===== config.mk =====
export PLATFORM = sky130hd
export DESIGN_NAME = uart_tx_arbiter
export DESIGN_NICKNAME = d
export VERILOG_FILES = /design/src/rtl/uart_tx_arbiter_pkg.sv /design/src/rtl/uart_tx_arbiter_rr_pick.sv /design/src/rtl/uart_tx_arbiter.sv
export SDC_FILE = /design/constraint.sdc
export NUM_CORES = 1
export LEC_CHECK = 0
export ABC_CLOCK_PERIOD_IN_PS = 3000
export CAP_MARGIN = 20
export CELL_PAD_IN_SITES_DETAIL_PLACEMENT = 1
export CELL_PAD_IN_SITES_GLOBAL_PLACEMENT = 1
export CORE_MARGIN = 5
export CORE_UTILIZATION = 33
export DETAILED_ROUTE_END_ITERATION = 10
export PLACE_DENSITY = 0.83
export SETUP_SLACK_MARGIN = 0.15
export SYNTH_ARGS = -nofsm -noshare
export SYNTH_HDL_FRONTEND = slang
export SYNTH_SLANG_ARGS = --single-unit

===== constraint.sdc =====
create_clock -name clk_i -period 3 [get_ports clk_i]
set_input_delay 0.3 -clock clk_i [delete_from_list [all_inputs] [get_ports clk_i]]
set_output_delay 0.3 -clock clk_i [all_outputs]
set_load 0.05 [all_outputs]

===== src/rtl/uart_tx_arbiter_pkg.sv =====
// Shared constants for the UART TX arbiter: FSM state encoding, byte width and
// the round-robin pointer wrap helper.
package uart_tx_arbiter_pkg;

  localparam int BYTE_W = 8;

  localparam logic [1:0] ST_IDLE      = 2'd0;
  localparam logic [1:0] ST_ISSUE     = 2'd1;
  localparam logic [1:0] ST_WAIT_BUSY = 2'd2;
  localparam logic [1:0] ST_WAIT_DONE = 2'd3;

  function automatic int wrap_inc(input int idx, input int n);
    return (idx + 1 >= n) ? 0 : idx + 1;
  endfunction

endpackage


===== src/rtl/uart_tx_arbiter_rr_pick.sv =====
// Combinational round-robin picker: first request at or above the pointer (with
// wrap), or only the owner while a lock is held.
module uart_tx_arbiter_rr_pick #(
  parameter int N     = 4,
  parameter int IDX_W = 2
) (
  input  logic [N-1:0]     req_i,
  input  logic [IDX_W-1:0] ptr_i,
  input  logic             lock_i,
  input  logic [IDX_W-1:0] owner_i,
  output logic [N-1:0]     win_o,
  output logic [IDX_W-1:0] idx_o,
  output logic             any_o
);

  int               cand;
  logic [IDX_W-1:0] cand_idx;

  always_comb begin
    win_o    = '0;
    idx_o    = '0;
    any_o    = 1'b0;
    cand     = 0;
    cand_idx = '0;
    if (lock_i) begin
      if (req_i[owner_i]) begin
        win_o[owner_i] = 1'b1;
        idx_o          = owner_i;
        any_o          = 1'b1;
      end
    end else begin
      for (int k = 0; k < N; k++) begin
        cand = int'(ptr_i) + k;
        if (cand >= N) cand = cand - N;
        cand_idx = IDX_W'(cand);
        if (!any_o && req_i[cand_idx]) begin
          win_o[cand_idx] = 1'b1;
          idx_o           = cand_idx;
          any_o           = 1'b1;
        end
      end
    end
  end

endmodule


===== src/rtl/uart_tx_arbiter.sv =====
// Round-robin arbiter sharing one UART transmitter between N_REQ byte sources,
// keeping packets contiguous and guarding against a transmitter that never starts.
//
// state        | meaning
// IDLE         | pick a requester (owner only while locked), accept when tx idle
// ISSUE        | one-cycle tx_start_o, watchdog cleared
// WAIT_BUSY    | wait for tx_busy_i to rise, watchdog running
// WAIT_DONE    | wait for tx_busy_i to fall, then release or keep the lock
module uart_tx_arbiter
  import uart_tx_arbiter_pkg::*;
#(
  parameter int N_REQ       = 4,
  parameter int ACK_TIMEOUT = 16
) (
  input  logic                  clk_i,
  input  logic                  rst_i,
  input  logic [N_REQ-1:0]      req_valid_i,
  input  logic [8*N_REQ-1:0]    req_data_i,
  input  logic [N_REQ-1:0]      req_last_i,
  output logic [N_REQ-1:0]      req_ready_o,
  output logic [BYTE_W-1:0]     tx_data_o,
  output logic                  tx_start_o,
  input  logic                  tx_busy_i,
  output logic [N_REQ-1:0]      grant_o,
  output logic                  err_timeout_o,
  output logic                  active_o
);

  localparam int IDX_W = $clog2(N_REQ);
  localparam int WD_W  = $clog2(ACK_TIMEOUT + 1);

  logic [1:0]        state_q, state_d;
  logic [IDX_W-1:0]  ptr_q, ptr_d;
  logic [IDX_W-1:0]  owner_q, owner_d;
  logic              lock_q, lock_d;
  logic              last_q, last_d;
  logic [N_REQ-1:0]  grant_q, grant_d;
  logic [BYTE_W-1:0] data_q, data_d;
  logic [WD_W-1:0]   wdog_q, wdog_d;
  logic              err_q, err_d;

  logic [N_REQ-1:0]  win;
  logic [IDX_W-1:0]  win_idx;
  logic              win_any;
  logic              ready_en;
  logic              xfer;
  logic [BYTE_W-1:0] byte_sel;
  logic              last_sel;
  logic [IDX_W-1:0]  owner_inc;

  uart_tx_arbiter_rr_pick #(
    .N     (N_REQ),
    .IDX_W (IDX_W)
  ) u_pick (
    .req_i   (req_valid_i),
    .ptr_i   (ptr_q),
    .lock_i  (lock_q),
    .owner_i (owner_q),
    .win_o   (win),
    .idx_o   (win_idx),
    .any_o   (win_any)
  );

  // Ready is held off during reset so a valid source cannot see a stray handshake.
  assign ready_en    = rst_i && (state_q == ST_IDLE) && !tx_busy_i;
  assign req_ready_o = ready_en ? win : '0;
  assign xfer        = ready_en && win_any;
  assign owner_inc   = IDX_W'(wrap_inc(int'(owner_q), N_REQ));

  always_comb begin
    byte_sel = '0;
    for (int i = 0; i < N_REQ; i++) begin
      if (i == int'(win_idx)) byte_sel = req_data_i[i*BYTE_W +: BYTE_W];
    end
    last_sel = req_last_i[win_idx];
  end

  always_comb begin
    state_d = state_q;
    ptr_d   = ptr_q;
    owner_d = owner_q;
    lock_d  = lock_q;
    last_d  = last_q;
    grant_d = grant_q;
    data_d  = data_q;
    wdog_d  = wdog_q;
    err_d   = 1'b0;
    case (state_q)
      ST_IDLE: begin
        if (xfer) begin
          data_d  = byte_sel;
          grant_d = win;
          owner_d = win_idx;
          lock_d  = !last_sel;
          last_d  = last_sel;
          state_d = ST_ISSUE;
        end
      end
      ST_ISSUE: begin
        wdog_d  = '0;
        state_d = ST_WAIT_BUSY;
      end
      ST_WAIT_BUSY: begin
        if (tx_busy_i) begin
          state_d = ST_WAIT_DONE;
        end else if (wdog_q == WD_W'(ACK_TIMEOUT - 2)) begin
          // wdog_q lags tx_start_o by a cycle; firing here lands err exactly
          // ACK_TIMEOUT cycles after the start pulse.
          err_d   = 1'b1;
          lock_d  = 1'b0;
          grant_d = '0;
          ptr_d   = owner_inc;
          state_d = ST_IDLE;
        end else begin
          wdog_d = wdog_q + WD_W'(1);
        end
      end
      ST_WAIT_DONE: begin
        if (!tx_busy_i) begin
          state_d = ST_IDLE;
          if (last_q) begin
            lock_d  = 1'b0;
            grant_d = '0;
            ptr_d   = owner_inc;
          end
        end
      end
      default: state_d = ST_IDLE;
    endcase
  end

  always_ff @(posedge clk_i or negedge rst_i) begin
    if (!rst_i) begin
      state_q <= ST_IDLE;
      ptr_q   <= '0;
      owner_q <= '0;
      lock_q  <= 1'b0;
      last_q  <= 1'b0;
      grant_q <= '0;
      data_q  <= '0;
      wdog_q  <= '0;
      err_q   <= 1'b0;
    end else begin
      state_q <= state_d;
      ptr_q   <= ptr_d;
      owner_q <= owner_d;
      lock_q  <= lock_d;
      last_q  <= last_d;
      grant_q <= grant_d;
      data_q  <= data_d;
      wdog_q  <= wdog_d;
      err_q   <= err_d;
    end
  end

  assign tx_data_o     = data_q;
  assign tx_start_o    = (state_q == ST_ISSUE);
  assign grant_o       = grant_q;
  assign err_timeout_o = err_q;
  assign active_o      = (state_q != ST_IDLE);

endmodule


; ---- After elaboration in Yosys (flattened, before gate mapping)
; Cells that the tools add are included.
[totals]
rom_bits = 0
output_inout_bits = 19
mem_count = 0
input_bits = 43
mem_bits_rw = 0
latch_bits = 0
regBits = 26
[op_classes]
n_mul = 0
muxes = 88
add_sub_neg = 9
shifts = 0
n_div = 0
bitwise_logic = 3
n_eq_ne = 14
magnitude_cmp = 16
n_reduce_logical = 27
[op_table]
columns = cell, n
row1 = $mux W4, 15
row2 = $mux W2, 23
row3 = $mux W8, 4
row4 = $mux W1, 28
row5 = $lt A2 B3 Y1 const B, 6
row6 = $bmux W1 S2, 6
row7 = $ge A3 B3 Y1 const B, 4
row8 = $ne A2 B2 Y1 const B, 6
row9 = $or A4 B4 Y4, 3
row10 = $pmux W4 S3, 1
row11 = $logic_and A1 B1 Y1, 11
row12 = $demux W1 S2, 5
row13 = $ge A2 B1 Y1 const B, 5
row14 = $mux W5, 2
row15 = $pmux W5 S2, 1
row16 = $pmux W2 S4, 1
row17 = $sub A2 B1 Y2 const B, 4
row18 = $add A2 B1 Y3 const B, 2
row19 = $add A2 B2 Y3 const B, 2
row20 = $reduce_and A3 Y1, 2
row21 = $reduce_and A6 Y1, 1
row22 = $reduce_bool A2 Y1, 3
row23 = $add A5 B1 Y5 const B, 1
row24 = $eq A5 B4 Y1 const B, 1
row25 = 13 further kinds, 20

; ---- Longest topological paths before layout
; Gate-level depths: netlist of run 1.
[depth]
depth_word = 24
mapped_depth = 12
ltp_nobuf = 8

; ---- Cells and area by module
; Synthesis of run 1 repeated with hierarchy kept, for this count alone.
[unflattened]
cells_unflattened = 211
area_unflattened_um2 = 2249.7
[by_module_without_submodules]
columns = mod, cells_per_inst, area_each_um2, n_inst
row1 = uart_tx_arbiter, 127, 1575.3, 1
row2 = uart_tx_arbiter_rr_pick, 84, 674.4, 1

; ---- Worst setup path after synthesis of run 1
; No wires, ideal clock.
[synth_path]
path_kind = reg2out
start = register ptr_q[0]
end = output port req_ready_o[1]
path_stages_with_launch = 11
setup_slack_ns = -0.061
required_ns = 2.700
n_path_buf = 2
arrival_ns = 2.761
path_cell_list = dfrtp_1 -> buf_4 -> inv_1 -> ha_1 -> clkbuf_1 -> mux4_2 -> clkinv_2 -> nor2_1 -> o31ai_1 -> a22oi_1 -> nor2_1
[synth_between]
elab_chain_cells = 20
word_cells_on_any_way = 71
cone_classes = 7 x add/sub / 12 x order compare / 39 x mux / 3 x bitwise / 10 x reduce/logical
[synth_lines]
columns = item, line_no
row1 = start: declaration, uart_tx_arbiter.sv:33  ; logic [IDX_W-1:0] ptr_q, ptr_d;
row2 = start signal: assignment, uart_tx_arbiter.sv:145  ; ptr_q <= ptr_d;
row3 = branches (longest 17 deep; another with $add A2 B1 Y3), -
row4 = $mux W4 (*), uart_tx_arbiter_rr_pick.sv:36  ; if (!any_o && req_i[cand_idx]) begin
row5 = $mux W4 (*), uart_tx_arbiter_rr_pick.sv:25  ; if (lock_i) begin
row6 = $mux W4 (*), uart_tx_arbiter.sv:66  ; assign req_ready_o = ready_en ? win : '0;
row7 = end: declaration, uart_tx_arbiter.sv:20  ; output logic [N_REQ-1:0] req_ready_o,
; Mark *: on every way between the ends. The select of a mux whose other input is x is not followed.

; ---- Final worst setup path of run 1
[layout_path]
start = register ptr_q[0]
end = output port req_ready_o[2]
; Same word-level chain as after synthesis.

==> results.md, run 1 <==
- The average footprint of a synthesized cell is 9.90 um^2.
- The largest fanout of any net on the critical path is 5.
- For this run, asynchronously set or reset flops after synthesis account for 100%.
- The final non-filler cell total is 360.
- The CTS root buffer is clkbuf_8.
- The reported max-cap violation count is 0.
- Including well taps, the total number of placed cells is 348.
- The post-placement worst setup slack is 0.130 ns.
- The clock slew seen by the registers of the worst setup and hold paths is 0.09 ns.
- The max-slew violation count is 0.
- At the worst endpoint, the arrival time is 2.46 ns.
- The vias after detailed routing is 1975.
- Ranked by instance count, the synthesized netlist is headed by dfrtp_1 (26), nand2_1 (21), mux2i_1 (19).
- The total routed wirelength is 6240 um.
- In this design, the stage delay of the slowest critical-path cell is 0.58 ns.
- The run finished with clean final reports.
- The synthesized design contains 26 register bits.
- The maximum clock skew at final layout is 0.00607 ns.
- In the synthesized netlist the dominant register cell turns out to be dfrtp_1.
- The die is 90.3 um wide.
- Counting every sink on the clock net gives 26.
- The share of the core filled with cells is 47.8%.
- For this block, the initial DRC count from the detailed router was 62.
- The total count of hold-check failures in the final report is 0.
- Static timing analysis puts the maximum clock frequency at 362 MHz.
- After floorplanning, the core was sized to cover 6310 um^2.
- The max-slew headroom at the worst pin is 65.4%.
- IR analysis of the VDD net gives a maximum drop of 0.428 mV.
- Synthesis produced a netlist whose cell count is 215.
- The kind of critical path is flop to output port.
- The mapped cell area is 2130 um^2.
- The count of input and output buffers is 61.
- The kind of capture point of the worst setup path is an output port.
- The final weighted congestion in routability-driven placement is 0.796.
- The minimum setup slack among reg-to-reg paths is 0.46 ns.
- In this run the number of H-tree levels came out at 1.
- In this run the critical register-to-register path is captured at lock_q.
- The overflow left after global routing is 0.
- The synthesis-to-layout area growth is 41.7%.
- The average via count per standard cell is 5.49.
- Setup violations remaining at the end of the flow were counted as 0.
- The portion of the post-synthesis area used by sequential elements is 30.6%.
- The count of yosys warnings during synthesis is 0.
- The synthesized design spends more area on one cell type than any other, namely dfrtp_1.
- In this run the count of I/O pins placed on the die edge is 62.
- In the final routed layout, each cell accounts on average for 17.3 um.
- TritonCTS built the clock tree.
- The synthesized net count is 276.
- At the end of the flow, the number of nets in the layout was 345.
- Summed over all cells, the static leakage comes to 1.30 nW.
- The data required time at the worst endpoint is 2.70 ns.
- The number of global-route vias before repair is 2060.
- The first global-routing pass estimated 10300 um of wire.
- The total CTS buffers is 3.
- The launch instance of the worst register-to-register path is state_q[0].
- Across every metal layer, demand over resource in global routing totals 15.1%.
- The number of antenna-violating nets in the routed design is 0.
- For the finished layout, the period the worst path requires is 2.76 ns.
- The initial antenna violation count was 0.
- The die outline height is 90.3 um.
- The number of cell rows is 29.
- The worst setup path is launched from a flop.
- Once detailed placement completed, the half-perimeter wirelength came to 4730 um.
- Once routing completed, OpenROAD measured the worst setup slack at 0.236 ns.
- Entering global routing, the biggest net connects 27 pins.
- Together, buffers and inverters on the worst path number 2.
- The most common cell in the netlist is dfrtp_1.
- The count of flip-flops with a built-in enable after synthesis is 0.
- At the pin with the least slew margin, the transition time is 0.517 ns.
- Dividing total power by cell area gives a power density of 1050 nW/um^2.
- After layout, the design draws a total of 3.16 mW.
- The tightest min-delay check is of the input pin to async pin type.
- The clock passes through at most 2 buffers.
- The portion of synthesized cell area occupied by the leading cell type is 30.6%.
- The final clock period utilization by the worst path is 92.1%.
- For the final routed database, the setup TNS stands at 0 ns.
- The worst-case reg-to-reg path depth is 8.
- Walking the worst path, the cells encountered are buf_8 > mux4_2 > nor2b_4 > a221oi_2 > o31ai_1 > a22oi_1 > nor2_2 > buf_4.
- The number of different library cells used by synthesis comes to 57.
- The slowest cell on the critical path is mux4_2.
- In the final layout, the share of cells above drive strength 1 is 17.3%.
- The antenna diode count is 0.
- The category of cells accounting for the largest share of critical-path delay is multiplexers.
- The total DRC errors in the routed layout is 0.
- The initial core utilization is 33.7%.
- By area the synthesized netlist is led by dfrtp_1 (31%), ha_1 (11%), mux2i_1 (8.9%).
- The clock latency of the later-clocked register in the worst-skew pair is 0.28 ns.
- The die covers 8150 um^2.
- Setup repair after global routing could not meet its margin everywhere.
- The number of detailed-routing iterations run before antenna repair is 4.
==> report_power, final <==
group	switching, mW	leakage, nW	internal [mW]
Combinational	1.28	0.930	0.976
Clock	0.119	0.0357	0.179
Sequential	0.124	0.335	0.476
Total	1.53	1.30	1.63
==> per-layer routing <==
layer	vias up	wire length, um	global-route usage, %
li1	943	-	-
met1	983	2500	17.4
met2	36	3400	27.8
met3	13	233	3.00
met4	0	103	4.34
met5	-	0	0
==> cell families after synthesis <==
logic type,share of synthesized area [%]
compound gates,19.5
xor+xnor,1.23
fa+ha+maj,10.6
buf+inv,6.58
flops,30.6
mux,15.3
simple gates,16.3
==> state kept, by name, indices dropped and copies added, names as in the netlist <==
name and flops:
tx_data_o 8, wdog_q 5, grant_o 4, owner_q 2, ptr_q 2, state_q 2, err_timeout_o 1, last_q 1
lock_q 1
==> worst max path at each step <==
stage              startpoint             end  slack [ns]  depth (start not counted)
2_1_floorplan        ptr_q[0]  req_ready_o[1]        0.15                         10
3_3_place_gp   req_valid_i[1]  req_ready_o[3]        0.17                          8
3_5_place_dp   req_valid_i[0]  req_ready_o[3]        0.13                          8
4_1_cts              ptr_q[0]  req_ready_o[3]        0.18                          8
5_1_grt              ptr_q[0]  req_ready_o[1]         0.1                          9
6_report             ptr_q[0]  req_ready_o[2]        0.24                          8
==> placed cells by master (no fill, tap or decap), types with 2 or more instances in the layout <==
master	instances
a211oi_1	2
o31ai_1	2
clkdlybuf4s50_1	53
nand4_1	2
o2bb2ai_1	5
nand2_1	21
o31ai_2	2
o21ai_0	7
dfrtp_1	26
a21oi_1	4
inv_1	8
o221ai_1	8
a221oi_1	2
mux2i_1	19
a22oi_2	2
nor2b_1	2
clkbuf_8	3
nor2_2	4
o21ai_1	2
a22oi_1	2
ha_1	17
nor2_1	10
dlymetal6s2s_1	4
xor2_1	3
inv_2	2
buf_4	16
a221oi_2	3
o211ai_1	2
or3_1	2
mux4_2	5
nand3_1	5
nor3_1	3
nand3b_1	3
nor3b_1	2
==> per-stage QoR <==
step / instance area, um^2 / hold slack, ns
final: 3020 / 0.414
after global placement: 2810 / 0.471
after floorplan: 2140 / 0.00441
after CTS: 2910 / 0.418
after detailed placement: 2810 / 0.479
after global routing: 3020 / 0.455
==> layout make-up <==
type                            count  area, um^2
Tap cell                           77        96.3
Sequential cell                    26         651
Clock inverter                      1        30.0
Inverter                           11        42.5
Multi-Input combinational cell    166        1410
Clock buffer                        3        41.3
Timing Repair Buffer               76         747
Fill cell                         726        3300
==> what timing repair did <==
item,CTS,global route
hold buffers,0,0
resized for setup,4,13
setup buffers,1,7
endpoints found under the setup margin,4,4
cloned,0,0
pin swaps,1,6
Note: power is estimated with default switching activity, not from simulation.
==> run 2: changes to the inputs <==
--- a/config.mk
+++ b/config.mk
@@ -6,7 +6,6 @@
 export NUM_CORES = 1
 export LEC_CHECK = 0
 export ABC_CLOCK_PERIOD_IN_PS = 3000
-export CAP_MARGIN = 20
 export CELL_PAD_IN_SITES_DETAIL_PLACEMENT = 1
 export CELL_PAD_IN_SITES_GLOBAL_PLACEMENT = 1
 export CORE_MARGIN = 5
@@ -14,6 +13,7 @@
 export DETAILED_ROUTE_END_ITERATION = 10
 export PLACE_DENSITY = 0.83
 export SETUP_SLACK_MARGIN = 0.15
+export SLEW_MARGIN = 10
 export SYNTH_ARGS = -nofsm -noshare
 export SYNTH_HDL_FRONTEND = slang
 export SYNTH_SLANG_ARGS = --single-unit
==> results of run 2 <==
Same layout as run 1: the final DEF is identical, and so are final timing and power.
